**src/rtl/controlunit_multicycle_fsm_if.sv**
```systemverilog
// Control bundle between the multicycle main controller (master) and the datapath (slave).
// Carries the opcode and memory handshake inward and every select/enable outward.
interface controlunit_multicycle_fsm_if;
  logic [6:0] op;
  logic       mem_ready;
  logic       PCUpdate;
  logic       Branch;
  logic       IRWrite;
  logic       RegWrite;
  logic       MemWrite;
  logic       AdrSrc;
  logic [1:0] ResultSrc;
  logic [1:0] ALUSrcA;
  logic [1:0] ALUSrcB;
  logic [1:0] ALUOp;
  logic [1:0] ImmSrc;
  logic       instr_done;
  logic       illegal_op;

  modport master (
    input  op, mem_ready,
    output PCUpdate, Branch, IRWrite, RegWrite, MemWrite, AdrSrc, ResultSrc,
           ALUSrcA, ALUSrcB, ALUOp, ImmSrc, instr_done, illegal_op
  );

  modport slave (
    output op, mem_ready,
    input  PCUpdate, Branch, IRWrite, RegWrite, MemWrite, AdrSrc, ResultSrc,
           ALUSrcA, ALUSrcB, ALUOp, ImmSrc, instr_done, illegal_op
  );
endinterface

```
**src/rtl/controlunit_multicycle_fsm.sv**
```systemverilog
// RV32I multicycle main controller: Moore FSM sequencing fetch/decode/execute/memory/writeback.
// Define MEM_WAIT_EN to stall FETCH, MEMREAD and MEMWRITE on the mem_ready handshake.
module controlunit_multicycle_fsm (
  input  logic                           clk,
  input  logic                           reset,
  controlunit_multicycle_fsm_if.master   bus
);

  localparam logic [6:0] OP_LW   = 7'b0000011;
  localparam logic [6:0] OP_SW   = 7'b0100011;
  localparam logic [6:0] OP_R    = 7'b0110011;
  localparam logic [6:0] OP_I    = 7'b0010011;
  localparam logic [6:0] OP_JAL  = 7'b1101111;
  localparam logic [6:0] OP_BEQ  = 7'b1100011;

  typedef enum logic [3:0] {
    S_FETCH, S_DECODE, S_MEMADR, S_MEMREAD, S_MEMWB, S_MEMWRITE,
    S_EXECUTER, S_EXECUTEI, S_JAL, S_ALUWB, S_BEQ
  } state_e;

  typedef struct packed {
    logic       pc_update;
    logic       branch;
    logic       ir_write;
    logic       reg_write;
    logic       mem_write;
    logic       adr_src;
    logic [1:0] result_src;
    logic [1:0] alu_src_a;
    logic [1:0] alu_src_b;
    logic [1:0] alu_op;
  } ctl_t;

  // Reset value: FETCH selects with both write enables held off.
  localparam ctl_t CTL_RESET = '{pc_update: 1'b0, branch: 1'b0, ir_write: 1'b0,
                                 reg_write: 1'b0, mem_write: 1'b0, adr_src: 1'b0,
                                 result_src: 2'b10, alu_src_a: 2'b00,
                                 alu_src_b: 2'b10, alu_op: 2'b00};

  state_e state_q, state_d;
  ctl_t   ctl_q, ctl_d;
  logic   run_q;
  logic   ready;
  logic   op_known;

`ifdef MEM_WAIT_EN
  assign ready = bus.mem_ready;
`else
  logic unused_mem_ready;
  assign unused_mem_ready = bus.mem_ready;
  assign ready            = 1'b1;
`endif

  assign op_known = (bus.op == OP_LW) || (bus.op == OP_SW) || (bus.op == OP_R) ||
                    (bus.op == OP_I)  || (bus.op == OP_JAL) || (bus.op == OP_BEQ);

  // NOTE: every always_comb output gets a default first so no path can infer a latch.
  always_comb begin
    state_d = state_q;
    if (!run_q) begin
      state_d = S_FETCH;
    end else begin
      case (state_q)
        S_FETCH:    if (ready) state_d = S_DECODE;
        S_DECODE: begin
          case (bus.op)
            OP_LW, OP_SW: state_d = S_MEMADR;
            OP_R:         state_d = S_EXECUTER;
            OP_I:         state_d = S_EXECUTEI;
            OP_JAL:       state_d = S_JAL;
            OP_BEQ:       state_d = S_BEQ;
            default:      state_d = S_FETCH;
          endcase
        end
        S_MEMADR:   state_d = (bus.op == OP_LW) ? S_MEMREAD : S_MEMWRITE;
        S_MEMREAD:  if (ready) state_d = S_MEMWB;
        S_MEMWRITE: if (ready) state_d = S_FETCH;
        S_EXECUTER, S_EXECUTEI, S_JAL: state_d = S_ALUWB;
        default:    state_d = S_FETCH;
      endcase
    end
  end

  // Outputs are decoded from the next state so they are registered alongside it.
  always_comb begin
    ctl_d = '0;
    case (state_d)
      S_FETCH: begin
        ctl_d.ir_write   = 1'b1;
        ctl_d.alu_src_b  = 2'b10;
        ctl_d.result_src = 2'b10;
        ctl_d.pc_update  = 1'b1;
      end
      S_DECODE:   begin ctl_d.alu_src_a = 2'b01; ctl_d.alu_src_b = 2'b01; end
      S_MEMADR:   begin ctl_d.alu_src_a = 2'b10; ctl_d.alu_src_b = 2'b01; end
      S_MEMREAD:  ctl_d.adr_src = 1'b1;
      S_MEMWB:    begin ctl_d.result_src = 2'b01; ctl_d.reg_write = 1'b1; end
      S_MEMWRITE: begin ctl_d.adr_src = 1'b1; ctl_d.mem_write = 1'b1; end
      S_EXECUTER: begin ctl_d.alu_src_a = 2'b10; ctl_d.alu_op = 2'b10; end
      S_EXECUTEI: begin
        ctl_d.alu_src_a = 2'b10;
        ctl_d.alu_src_b = 2'b01;
        ctl_d.alu_op    = 2'b10;
      end
      S_JAL: begin
        ctl_d.alu_src_a = 2'b01;
        ctl_d.alu_src_b = 2'b10;
        ctl_d.pc_update = 1'b1;
      end
      S_ALUWB:    ctl_d.reg_write = 1'b1;
      S_BEQ: begin
        ctl_d.alu_src_a = 2'b10;
        ctl_d.alu_op    = 2'b01;
        ctl_d.branch    = 1'b1;
      end
      default:    ctl_d = '0;
    endcase
  end

  // NOTE: sequential state uses non-blocking assignments so every register samples pre-edge values.
  always_ff @(posedge clk or posedge reset) begin
    if (reset) begin
      state_q <= S_FETCH;
      run_q   <= 1'b0;
      ctl_q   <= CTL_RESET;
    end else begin
      state_q <= state_d;
      run_q   <= 1'b1;
      ctl_q   <= ctl_d;
    end
  end

  // A stalled fetch must not advance PC or reload IR until memory answers.
  assign bus.PCUpdate   = ctl_q.pc_update & ((state_q != S_FETCH) | ready);
  assign bus.IRWrite    = ctl_q.ir_write  & ((state_q != S_FETCH) | ready);
  assign bus.Branch     = ctl_q.branch;
  assign bus.RegWrite   = ctl_q.reg_write;
  assign bus.MemWrite   = ctl_q.mem_write;
  assign bus.AdrSrc     = ctl_q.adr_src;
  assign bus.ResultSrc  = ctl_q.result_src;
  assign bus.ALUSrcA    = ctl_q.alu_src_a;
  assign bus.ALUSrcB    = ctl_q.alu_src_b;
  assign bus.ALUOp      = ctl_q.alu_op;

  assign bus.illegal_op = (state_q == S_DECODE) && !op_known;
  assign bus.instr_done = (state_q == S_MEMWB) || (state_q == S_ALUWB) || (state_q == S_BEQ) ||
                          ((state_q == S_MEMWRITE) && ready) || bus.illegal_op;

  always_comb begin
    case (bus.op)
      OP_SW:   bus.ImmSrc = 2'b01;
      OP_BEQ:  bus.ImmSrc = 2'b10;
      OP_JAL:  bus.ImmSrc = 2'b11;
      default: bus.ImmSrc = 2'b00;
    endcase
  end

endmodule

```
**src/flat_wrapper.sv**
```systemverilog
// flat-port wrapper written by rule: the top's interface ports become plain ports
module controlunit_multicycle_fsm_flat 
  (clk, reset, bus_op, bus_mem_ready, bus_PCUpdate, bus_Branch, bus_IRWrite, bus_RegWrite, bus_MemWrite, bus_AdrSrc, bus_ResultSrc, bus_ALUSrcA, bus_ALUSrcB, bus_ALUOp, bus_ImmSrc, bus_instr_done, bus_illegal_op);
  controlunit_multicycle_fsm_if bus_i ();
  input  logic clk;
  input  logic reset;
  input wire logic [$bits(bus_i.op)-1:0] bus_op;
  input wire logic [$bits(bus_i.mem_ready)-1:0] bus_mem_ready;
  output wire logic [$bits(bus_i.PCUpdate)-1:0] bus_PCUpdate;
  output wire logic [$bits(bus_i.Branch)-1:0] bus_Branch;
  output wire logic [$bits(bus_i.IRWrite)-1:0] bus_IRWrite;
  output wire logic [$bits(bus_i.RegWrite)-1:0] bus_RegWrite;
  output wire logic [$bits(bus_i.MemWrite)-1:0] bus_MemWrite;
  output wire logic [$bits(bus_i.AdrSrc)-1:0] bus_AdrSrc;
  output wire logic [$bits(bus_i.ResultSrc)-1:0] bus_ResultSrc;
  output wire logic [$bits(bus_i.ALUSrcA)-1:0] bus_ALUSrcA;
  output wire logic [$bits(bus_i.ALUSrcB)-1:0] bus_ALUSrcB;
  output wire logic [$bits(bus_i.ALUOp)-1:0] bus_ALUOp;
  output wire logic [$bits(bus_i.ImmSrc)-1:0] bus_ImmSrc;
  output wire logic [$bits(bus_i.instr_done)-1:0] bus_instr_done;
  output wire logic [$bits(bus_i.illegal_op)-1:0] bus_illegal_op;
  assign bus_i.op = bus_op;
  assign bus_i.mem_ready = bus_mem_ready;
  assign bus_PCUpdate = bus_i.PCUpdate;
  assign bus_Branch = bus_i.Branch;
  assign bus_IRWrite = bus_i.IRWrite;
  assign bus_RegWrite = bus_i.RegWrite;
  assign bus_MemWrite = bus_i.MemWrite;
  assign bus_AdrSrc = bus_i.AdrSrc;
  assign bus_ResultSrc = bus_i.ResultSrc;
  assign bus_ALUSrcA = bus_i.ALUSrcA;
  assign bus_ALUSrcB = bus_i.ALUSrcB;
  assign bus_ALUOp = bus_i.ALUOp;
  assign bus_ImmSrc = bus_i.ImmSrc;
  assign bus_instr_done = bus_i.instr_done;
  assign bus_illegal_op = bus_i.illegal_op;
  controlunit_multicycle_fsm u_core (.clk(clk), .reset(reset), .bus(bus_i));
endmodule
```
**config.mk**
```make
export PLATFORM = sky130hd
export DESIGN_NAME = controlunit_multicycle_fsm_flat
export DESIGN_NICKNAME = d
export VERILOG_FILES = /design/src/rtl/controlunit_multicycle_fsm_if.sv /design/src/rtl/controlunit_multicycle_fsm.sv /design/src/flat_wrapper.sv
export SDC_FILE = /design/constraint.sdc
export NUM_CORES = 1
export LEC_CHECK = 0
export ABC_AREA = 1
export BUFFER_PORTS_ARGS = -buffer_cell sky130_fd_sc_hd__buf_2
export CAP_MARGIN = 20
export CORE_UTILIZATION = 40
export DETAILED_ROUTE_END_ITERATION = 10
export GPL_TIMING_DRIVEN = 1
export PLACE_DENSITY_LB_ADDON = 0.08
export SLEW_MARGIN = 10
export SYNTH_ARGS = -nofsm -noshare
export SYNTH_HDL_FRONTEND = slang
export SYNTH_SLANG_ARGS = --single-unit
export TNS_END_PERCENT = 30
```
**constraint.sdc**
```tcl
create_clock -name clk -period 1.5 [get_ports clk]
set_input_delay 0.075 -clock clk [delete_from_list [all_inputs] [get_ports clk]]
set_output_delay 0.075 -clock clk [all_outputs]
set_load 0.1 [all_outputs]
```
==> results_dict.tcl <==
set metrics [dict create \
    outcome "complete, but fails checks" \
    violations "setup timing" \
    vias 855 \
    slew_headroom_pct 55.4 \
    post-route-period-util_pct 104 \
    synth-compound-area-share_pct 5.46 \
    fin_ws_ps -64.4 \
    dr.first_iter.drc_count 5 \
    critPathArrivalTime_ps 1490 \
    ir_drop_mv 0.555 \
    clkPwrFrac_pct 22.6 \
    ff2ff_path_depth 10 \
    synth_edf_count 0 \
    seq_area_um2 478 \
    coreArea_mm2 0.00221 \
    powerDensity_mw_per_mm2 805 \
    clockRootBuffer "clkbuf_4" \
    multiInputGateArea_um2 467 \
    avgRoutedWirePerCell_um 10.0 \
    cp-end-kind "output port" \
    clk_path_buf_depth 2 \
    drv_cap 0 \
    clkLatencyLatePin_ps 290 \
    synth-simple-area-share_pct 34.9 \
    grt_usage_pct 17.2 \
    leakagePower_nw 0.754 \
    grt_overflow 0 \
    finish.utilization_pct 61.5 \
    switching_share_pct 35.1 \
    pwr-share-seq_pct 49.5 \
    die_h_um 50.5 \
    final_hold_viol_count 0 \
    cts_buffers 3 \
    synth_warnings 0 \
    max_freq_ghz 0.639 \
    syn-num-nets 128 \
    final_nets 171 \
    antenna_found_initial 0 \
    grt_pass1_wl_mm 3.22 \
    port_buffers 26 \
    start_util_pct 42.5 \
    maxSlewViolCount 0 \
    synth.most_common_cell "nand2_1" \
    grt_pass1_vias 772 \
    num-fill-cells 207 \
    synthAdderAreaFrac_pct 0 \
    rr_startpoint "u_core.state_q[3]" \
    timing.rr.end "u_core.bus.ALUSrcA[1]" \
    cp-start-kind "flop" \
    critical_path_class "flop to output port" \
    critPathRequiredTime_ps 1420 \
    synth-seq-cells 19 \
    gp_congestion 0.818 \
    numClockSinks 19 \
    hold_start "bus_op[5]" \
    p_sw_uw 385 \
    r2r_slack_ps -30 \
    cp-endpoint "bus_instr_done" \
    syn_area_um2 940 \
    tritoncts "yes" \
    p_int_uw 710 \
    fp-row-count 17 \
    drc_errors 0 \
    routed_wl_mm 1.89 \
    dp_hpwl_mm 1.46 \
    ys_async_sr_fraction_pct 100 \
    worst_pin_slew_ps 668 \
    setup_violations 6 \
    synthTopCellsByArea "dfrtp_1, nand2_1, nor2_1, dfstp_2, inv_1" \
    drtPass1Iterations 3 \
    htree_levels 1 \
    hold_path.class "input port to flop" \
    grt_max_degree 20 \
    cp_max_fo 4 \
    clkTransAtPathRegs_ps 110 \
    ys.flop_type "dfrtp_1" \
    fp.dieW_um 50.5 \
    synth_mux_area_share_pct 0 \
    synth_top_area_share_pct 45.3 \
    die_area_mm2 0.00255 \
    io_pins 28 \
    n_antenna_cell 0 \
    ant_nets 0 \
    synth_xor_area_share_pct 0 \
    layout-drive-gt1-share_pct 49.4 \
    syn_area_per_cell_um2 7.96 \
    fin_crit_ps 1560 \
    yosysSeqAreaShare_pct 50.9 \
    vias_per_cell 4.55 \
    synth_commonest_cells "nand2_1, dfrtp_1, nor2_1, inv_1, nand3_1" \
    startpoint "u_core.state_q[1]" \
    yosys.area.top_type "dfrtp_1" \
    place_area_mm2 0.00121 \
    final.setup.tns_ps -188 \
    syn_inst 118 \
    synth.distinct_cells 18 \
    final.setup_skew_ps 9.10 \
    design_area_mm2 0.00136 \
    area_growth_pct 44.7 \
    synth_top_family_by_area "simple AND/OR/NAND/NOR gates" \
    combPwrFrac_pct 27.9 \
    rsz0062_at_grt "yes" \
]
==> routing by layer <==
metal | up-vias | global-route usage, % | wire, µm
met1 | 388 | 20.8 | 812
met4 | 0 | 5.56 | 24
met2 | 20 | 28.9 | 973
li1 | 443 | - | -
met3 | 4 | 5.45 | 77
met5 | - | 0 | 0
==> worst min path at each step <==
stage / endpoint / cells after the start
floorplan: u_core.bus.ALUOp[0] / 1
global placement: u_core.bus.PCUpdate / 2
detailed placement: u_core.bus.IRWrite / 2
CTS: u_core.state_q[1] / 6
global route: u_core.state_q[1] / 6
finish: u_core.state_q[1] / 6
==> cell families (layout without fill, tap and decap cells) <==
group	after synthesis	in the layout
AND/OR/NAND/NOR	69	69
buffers and inverters	21	63
flip-flops	19	19
AO/OA/AOI/OAI	8	8
other	1	1
==> metrics by stage <==
stage	setup slack [ps]	power [mW]	cells	hold slack [ps]
after floorplan	-510	0.769	118	24.6
after global placement	58.4	0.835	176	194
after detailed placement	41.3	0.841	176	210
after CTS	-72.0	1.09	185	252
after global routing	-166	1.15	188	285
final	-64.4	1.09	188	270
==> critical path, cell delays in order, from the launching register on <==
cell	delay [ps]
dfrtp_1	410
inv_2	100
nand2_2	70
nor2_4	90
inv_2	50
nor3_4	150
nor2_2	70
o21ai_4	70
buf_12	190
==> power groups by stage <==
stage	clock [mW]	combinational, mW	sequential [mW]
3_3_place_gp	0	0.285	0.551
5_1_grt	0.280	0.325	0.544
6_report	0.247	0.306	0.542
2_1_floorplan	0	0.112	0.656
4_1_cts	0.254	0.297	0.542
3_5_place_dp	0	0.289	0.552
==> cell type report <==
cell class,instances,area share (%)
Clock inverter,1,0.368
Clock buffer,3,1.66
Sequential cell,19,35.1
Multi-Input combinational cell,78,34.3
Inverter,21,5.98
Tap cell,28,2.58
Timing Repair Buffer,38,20.0
==> state kept, by name, indices dropped and copies added (netlist names) <==
name                  count
u_core.bus.ALUOp          2
u_core.bus.ResultSrc      2
u_core.bus.PCUpdate       1
u_core.bus.RegWrite       1
u_core.state_q            4
u_core.bus.AdrSrc         1
u_core.bus.ALUSrcB        2
u_core.bus.Branch         1
u_core.bus.IRWrite        1
u_core.run_q              1
u_core.bus.ALUSrcA        2
u_core.bus.MemWrite       1
==> placed cells by master (no fill, tap or decap) <==
| master | netlist | final |
|---|---|---|
| nand2_4 | 1 | 5 |
| inv_1 | 14 | 13 |
| dfrtp_1 | 17 | 17 |
| nor3_4 | 0 | 2 |
| inv_4 | 0 | 1 |
| nand3_2 | 1 | 3 |
| o21ai_4 | 1 | 2 |
| o21ai_1 | 5 | 6 |
| nand2_2 | 6 | 8 |
| nand3_1 | 8 | 6 |
| dfstp_2 | 2 | 2 |
| nand2_1 | 27 | 21 |
| conb_1 | 1 | 1 |
| clkbuf_4 | 0 | 3 |
| nand4_1 | 1 | 1 |
| buf_6 | 0 | 1 |
| inv_2 | 7 | 7 |
| nor2_2 | 4 | 6 |
| nor2_4 | 2 | 2 |
| buf_4 | 0 | 10 |
| buf_2 | 0 | 23 |
| nor2_1 | 17 | 15 |
| buf_12 | 0 | 3 |
| clkinv_2 | 0 | 1 |
| dlygate4sd3_1 | 0 | 1 |
==> timing repair <==
item / 4_1_cts / 5_1_grt
endpoints found under the hold margin: 17 / 0
hold buffers: 1 / 0
setup buffers: 4 / 3
pin swaps: 2 / 2
resized for setup: 6 / 11
endpoints found under the setup margin: 2 / 16
(Power assumes the default switching activity.)
